`src/rtl/receiver_pkg.sv`:
```
// Shared receiver ring-buffer parameters, common to the capture stage and the reader.
package receiver_pkg;

  localparam int unsigned DEF_ADDR_W = 15;
  localparam int unsigned DEF_DEPTH  = 1 << DEF_ADDR_W;
  localparam int unsigned DEF_DATA_W = 16;
  localparam int unsigned DEF_GUARD  = 4;
  localparam int unsigned PORT_AW    = 16;
  localparam int unsigned CNT_W      = 8;

endpackage

```
`src/rtl/reader_out_fifo.sv`:
```
// Two-entry output FIFO; head is a dedicated register so it stays put while the consumer stalls.
module reader_out_fifo
  import receiver_pkg::*;
#(
  parameter int unsigned DATA_W = DEF_DATA_W
) (
  input  logic              clk,
  input  logic              rst,
  input  logic              flush,
  input  logic              push,
  input  logic [DATA_W-1:0] push_data,
  input  logic              pop,
  output logic [DATA_W-1:0] head,
  output logic [1:0]        count
);

  logic [DATA_W-1:0] head_q, head_d;
  logic [DATA_W-1:0] tail_q, tail_d;
  logic [1:0]        count_q, count_d;
  logic              do_push_c, do_pop_c;

  always_comb begin
    head_d    = head_q;
    tail_d    = tail_q;
    count_d   = count_q;
    do_pop_c  = pop && (count_q != 2'd0);
    do_push_c = push && ((count_q != 2'd2) || do_pop_c);
    if (flush) begin
      count_d = 2'd0;
    end else begin
      case ({do_push_c, do_pop_c})
        2'b10: begin
          if (count_q == 2'd0) head_d = push_data;
          else                 tail_d = push_data;
          count_d = count_q + 2'd1;
        end
        2'b01: begin
          if (count_q == 2'd2) head_d = tail_q;
          count_d = count_q - 2'd1;
        end
        2'b11: begin
          // Occupancy unchanged: the new sample lands behind whatever remains.
          if (count_q == 2'd1) begin
            head_d = push_data;
          end else begin
            head_d = tail_q;
            tail_d = push_data;
          end
        end
        default: ;
      endcase
    end
  end

  always_ff @(posedge clk or posedge rst) begin
    if (rst) begin
      head_q  <= '0;
      tail_q  <= '0;
      count_q <= 2'd0;
    end else begin
      head_q  <= head_d;
      tail_q  <= tail_d;
      count_q <= count_d;
    end
  end

  assign head  = head_q;
  assign count = count_q;

endmodule

```
`src/rtl/receiver_buffer_reader.sv`:
```
// Reads the receiver sample ring behind the capture write pointer and streams samples in order,
// resynchronising to the write pointer when unread data is about to be overwritten.
module receiver_buffer_reader
  import receiver_pkg::*;
#(
  parameter int unsigned ADDR_W = DEF_ADDR_W,
  parameter int unsigned DATA_W = DEF_DATA_W,
  parameter int unsigned GUARD  = DEF_GUARD
) (
  input  logic               clk,
  input  logic               rst,
  input  logic               wr_en,
  input  logic [PORT_AW-1:0] wr_addr,
  output logic               rd_en,
  output logic [PORT_AW-1:0] rd_addr,
  input  logic [DATA_W-1:0]  rd_data,
  output logic [DATA_W-1:0]  out_data,
  output logic               out_valid,
  input  logic               out_ready,
  output logic               overrun,
  output logic [CNT_W-1:0]   overrun_count
);

  localparam int unsigned DEPTH  = 1 << ADDR_W;
  localparam int unsigned LVL_W  = ADDR_W + 2;
  localparam int unsigned THRESH = DEPTH - GUARD;

  logic [ADDR_W-1:0] rd_ptr_q, rd_ptr_d;
  logic [ADDR_W:0]   level_q, level_d;
  logic              inflight_q, inflight_d;
  logic              overrun_q, overrun_d;
  logic [CNT_W-1:0]  ovr_cnt_q, ovr_cnt_d;
  logic [1:0]        fifo_count;
  logic              pop_c, push_c, issue_c, resync_c;
  logic [2:0]        occ_c;
  logic [LVL_W-1:0]  level_nxt_c;
  logic              wr_addr_unused_c;

  assign wr_addr_unused_c = ^wr_addr[PORT_AW-1:ADDR_W];
  assign out_valid        = (fifo_count != 2'd0);
  assign pop_c            = out_valid & out_ready;

  // Issue/level tracking; an overrun overrides the normal pointer advance and suppresses issue.
  always_comb begin
    occ_c       = 3'(fifo_count) + 3'(inflight_q) - 3'(pop_c);
    issue_c     = (level_q != '0) && (occ_c < 3'd2);
    level_nxt_c = LVL_W'(level_q) + LVL_W'(wr_en) - LVL_W'(issue_c);
    resync_c    = (level_nxt_c >= LVL_W'(THRESH));
    rd_en       = issue_c & ~resync_c;
    push_c      = inflight_q & ~resync_c;
    rd_ptr_d    = rd_ptr_q + ADDR_W'(rd_en);
    level_d     = level_nxt_c[ADDR_W:0];
    inflight_d  = rd_en;
    overrun_d   = 1'b0;
    ovr_cnt_d   = ovr_cnt_q;
    if (resync_c) begin
      // Jump to the next address the capture stage will write.
      rd_ptr_d   = wr_en ? (wr_addr[ADDR_W-1:0] + ADDR_W'(1))
                         : (rd_ptr_q + level_q[ADDR_W-1:0]);
      level_d    = '0;
      inflight_d = 1'b0;
      overrun_d  = 1'b1;
      if (ovr_cnt_q != '1) ovr_cnt_d = ovr_cnt_q + CNT_W'(1);
    end
  end

  always_ff @(posedge clk or posedge rst) begin
    if (rst) begin
      rd_ptr_q   <= '0;
      level_q    <= '0;
      inflight_q <= 1'b0;
      overrun_q  <= 1'b0;
      ovr_cnt_q  <= '0;
    end else begin
      rd_ptr_q   <= rd_ptr_d;
      level_q    <= level_d;
      inflight_q <= inflight_d;
      overrun_q  <= overrun_d;
      ovr_cnt_q  <= ovr_cnt_d;
    end
  end

  reader_out_fifo #(
    .DATA_W (DATA_W)
  ) u_out_fifo (
    .clk       (clk),
    .rst       (rst),
    .flush     (resync_c),
    .push      (push_c),
    .push_data (rd_data),
    .pop       (pop_c),
    .head      (out_data),
    .count     (fifo_count)
  );

  assign rd_addr       = PORT_AW'(rd_ptr_q);
  assign overrun       = overrun_q;
  assign overrun_count = ovr_cnt_q;

endmodule

```
`config.mk`:
```
export PLATFORM = sky130hd
export DESIGN_NAME = receiver_buffer_reader
export DESIGN_NICKNAME = d
export VERILOG_FILES = /design/src/rtl/receiver_pkg.sv /design/src/rtl/reader_out_fifo.sv /design/src/rtl/receiver_buffer_reader.sv
export SDC_FILE = /design/constraint.sdc
export NUM_CORES = 1
export LEC_CHECK = 0
export CORE_AREA = 2 2 151 153
export CTS_CLUSTER_DIAMETER = 80
export DETAILED_ROUTE_END_ITERATION = 8
export DIE_AREA = 0 0 153 155
export SLEW_MARGIN = 20
export SYNTH_ARGS = -nofsm -noshare
export SYNTH_HDL_FRONTEND = slang
export SYNTH_SLANG_ARGS = --single-unit
export TNS_END_PERCENT = 30
```
`constraint.sdc`:
```
create_clock -name clk -period 19.5 [get_ports clk]
set_clock_uncertainty 0.1 [all_clocks]
set_input_delay 3.9 -clock clk [delete_from_list [all_inputs] [get_ports clk]]
set_output_delay 3.9 -clock clk [all_outputs]
set_load 0.01 [all_outputs]
```
==> flow_summary_export.csv <==
group,metric,value,unit
clocking,clk_latency,0.34,ns
grt,antenna_found_initial,0,
synth,ys_seq_elements,75,
clocking,cts_made_buffers,9,
clocking,cts.clk_slew.worst_paths,0.07,ns
floorplanning,ioPinCount,79,
synth,ys.flop_type,"dfrtp_1",
timing,tightest_slew,1.09,ns
setup_path,cp_data_arrival_time,10.47,ns
clocking,ctsResizeCount,0,
power,leakagePower,2.84,nW
synth,async_reset_ff_frac,1.00,
power,vdd_ir_drop_max,0.0000816,V
timing,period_minus_slack,14.47,ns
final_layout,diodes,0,
clocking,cts_sinks,75,
synth,synth.yosys.seq_area_share,0.344,
setup_path,cp_slowest_stage_delay,0.72,ns
grt,overflow,0,
clocking,cts_root_buf,"clkbuf_16",
final_layout,fin_nets,747,
setup_path,critPathKind,"in -> out",
clocking,cts_tree,"yes",
min_path,hold_path_startpoint,"u_out_fifo.tail_q[1]$_DFFE_PP0P_",
drt,ant_nets,0,
placement,gp_congestion,0.812,
drt,num_vias,4547,
synth,yosys.area_share.xor_xnor,0.0898,
drt,vias_per_cell,4.78,
job,max-cap-violations,0,
setup_path,crit_slowest_cell,"clkinv_1",
placement,placed_cells,936,
synth,synth_compound_area_frac,0.175,
drt,routedWlPerCell,14.9,um
setup_path,rr_worst_depth,31,
synth,synth_area,5460,um2
floorplanning,fp.dieArea,23700,um2
clocking,htreeDepth,3,
floorplanning,core-area,22200,um2
setup_path,cpMostUsedCell,"ha_1",
outcome,status,"complete, no violations",
clocking,cts_setup_buffers,0,
synth,synth-edff-count,0,
timing,finalSetupTns,0,ns
timing,report.final.hold_viol_count,0,
final_layout,area_growth_syn_to_layout,23.9,%
final_layout,nFillCells,2319,
synth,yosysWarnings,0,
grt,grt_max_degree,76,
synth,synth_top_family_by_area,"compound AO/OA/AOI/OAI gates",
min_path,hold-path-cell-count,1,
synth,synth_fa_ha_area_frac,0.116,
drt,wirelength,14.2,mm
final_layout,postLayoutCellArea,6760,um2
synth,ys_types,60,
floorplanning,die_h,155,um
setup_path,rr_startpoint,"u_out_fifo.count[1]$_DFFE_PP0P_",
placement,hpwl,10.2,mm
placement,place_area,6480,um2
setup_path,end_kind,"output port",
timing,grt_setup_unrepaired,"no",
min_path,min_path_type,"reg -> reg",
power,pwr_density_cell,184,nW/um2
synth,synth_cells,597,
drt,first_pass_iters,5,
floorplanning,rows,55,
synth,muxShareOfSynthArea,0.0523,
grt,track_usage,0.120,
final_layout,finalNonFillerCells,952,
final_layout,drive_above_1_share,0.0645,
drt,drc_errors,0,
timing,drv_slew,0,
timing,setup_viol,0,
setup_path,cp-start-kind,"input pin",
setup_path,worstPathMaxFanout,21,
grt,grt_pass1_vias,4570,
drt,drt_first_iter_violations,141,
clocking,cts.hold.buffers_added,0,
clocking,clk_path_buf_depth,2,
synth,syn_area_per_cell,9.14,um2
setup_path,startpoint,"out_ready",
synth,yosys.area_share.simple,0.173,
setup_path,cp.required,15.50,ns
timing,max_freq,0.0691,GHz
placement,port_buffers,76,
timing,slew_headroom,0.273,
timing,fin_crit_sh,0.742,
floorplanning,initial_core_util,0.246,
floorplanning,die_x,153,um
setup_path,crit_chain,"clkdlybuf4s50_1, nand2_1, clkinv_1, ha_1, nand2b_1, fa_1, xnor2_1, nand2_1, a41oi_1, ha_1, inv_1, ha_1, inv_1, fa_1, nor2b_1, o311ai_1, a21oi_2, a31oi_2, mux2_2, nor4_4, a21oi_4, and2_1, clkdlybuf4s50_1",
grt,grt_pass1_wl,23.2,mm
[cell usage after synthesis, drive strengths merged (7+ instances only)]
cell | instances | area [um2]
a211oi | 12 | 90.1
a21oi | 45 | 233
a31oi | 20 | 131
and2 | 10 | 62.6
and3 | 17 | 106
buf | 12 | 81.3
clkbuf | 14 | 52.6
dfrtp | 75 | 1880
ha | 46 | 576
inv | 35 | 131
mux2 | 20 | 225
nand2 | 31 | 116
nand2b | 9 | 56.3
nand3 | 31 | 155
nor2 | 35 | 131
nor3 | 10 | 60.1
o211ai | 7 | 52.6
o21ai | 39 | 195
xnor2 | 30 | 263
xor2 | 26 | 228
[sequential cells by signal, summed over array words and instances, names as in the netlist]
| signal | cells |
|---|---|
| overrun | 1 |
| u_out_fifo.tail_q | 16 |
| level_q | 16 |
| overrun_count | 8 |
| u_out_fifo.count | 2 |
| u_out_fifo.head | 16 |
| rd_ptr_q | 15 |
| inflight_q | 1 |
[cell families (layout without fill, tap and decap cells)]
logic type / count (synthesis) / after routing
AOI/OAI and AO/OA: 153 / 153
buffers and inverters: 62 / 131
adders and majority gates: 49 / 49
xor gates and xnor gates: 56 / 56
DFF: 75 / 75
other: 1 / 2
and+or+nand+nor: 175 / 175
muxes: 26 / 26
[critical path, delay by kind of cell]
family                     cells  cell delay, ns
AOI/OAI and AO/OA              5            1.03
xor gates and xnor gates       1            0.16
adders and majority gates      5            1.72
buffers and inverters          5            1.78
muxes                          1            0.33
and+or+nand+nor                6            1.55
[area by class of cell]
| class | instances | area [um2] | area share |
|---|---|---|---|
| Inverter | 36 | 135 | 0.0200 |
| Clock inverter | 7 | 58.8 | 0.00869 |
| Multi-Input combinational cell | 461 | 3320 | 0.491 |
| Tap cell | 285 | 357 | 0.0527 |
| Sequential cell | 75 | 1880 | 0.277 |
| Clock buffer | 9 | 225 | 0.0333 |
| Timing Repair Buffer | 79 | 787 | 0.116 |
[power breakdown]
group	switching (mW)	internal, mW	total, mW
clock	0.0770	0.0888	0.166
sequential	0.0656	0.230	0.295
combinational	0.436	0.349	0.785
[cells in the final DEF, fill, tap and decap left out, drive strengths merged, types with 17 or more instances in the layout]
master,Yosys,layout
nand2,31,31
a21oi,45,45
and3,17,17
inv,35,40
xnor2,30,30
mux2,20,20
nand3,31,31
nor2,35,35
ha,46,46
xor2,26,26
a31oi,20,20
clkdlybuf4s50,0,76
o21ai,39,39
dfrtp,75,75
[metrics by stage]
step / utilization / setup WS (ns) / total power, mW / hold slack [ns]
floorplan: - / 6.81 / 0.849 / 0.364
global route: 0.304 / 4.59 / 1.36 / 0.407
finish: 0.304 / 5.03 / 1.25 / 0.395
detailed placement: 0.291 / 4.98 / 1.09 / 0.381
CTS: 0.304 / 4.97 / 1.26 / 0.397
global placement: 0.291 / 5.04 / 1.08 / 0.374
[final timing paths]
check                                                   endpoint  slack (ns)
worst max-delay path                                       rd_en        5.03
worst max register to register            rd_ptr_q[10]$_DFF_PP0_       11.40
worst min-delay path            u_out_fifo.tail_q[1]$_DFFE_PP0P_        0.40
worst min register to register  u_out_fifo.tail_q[1]$_DFFE_PP0P_        0.40
max in group asynchronous                   inflight_q$_DFF_PP0_       14.81
min in group asynchronous         u_out_fifo.head[9]$_DFFE_PP0P_        3.94
[routing by layer]
metal | part of all wire | up-vias | GRT usage | routed length [um]
met4 | 0.016 | 0 | 0.0401 | 221
met3 | 0.026 | 18 | 0.0145 | 376
met5 | 0 | - | 0 | 0
li1 | - | 2269 | - | -
met1 | 0.46 | 2190 | 0.151 | 6500
met2 | 0.50 | 70 | 0.213 | 7100
Note: power is estimated with default switching activity, not from simulation.
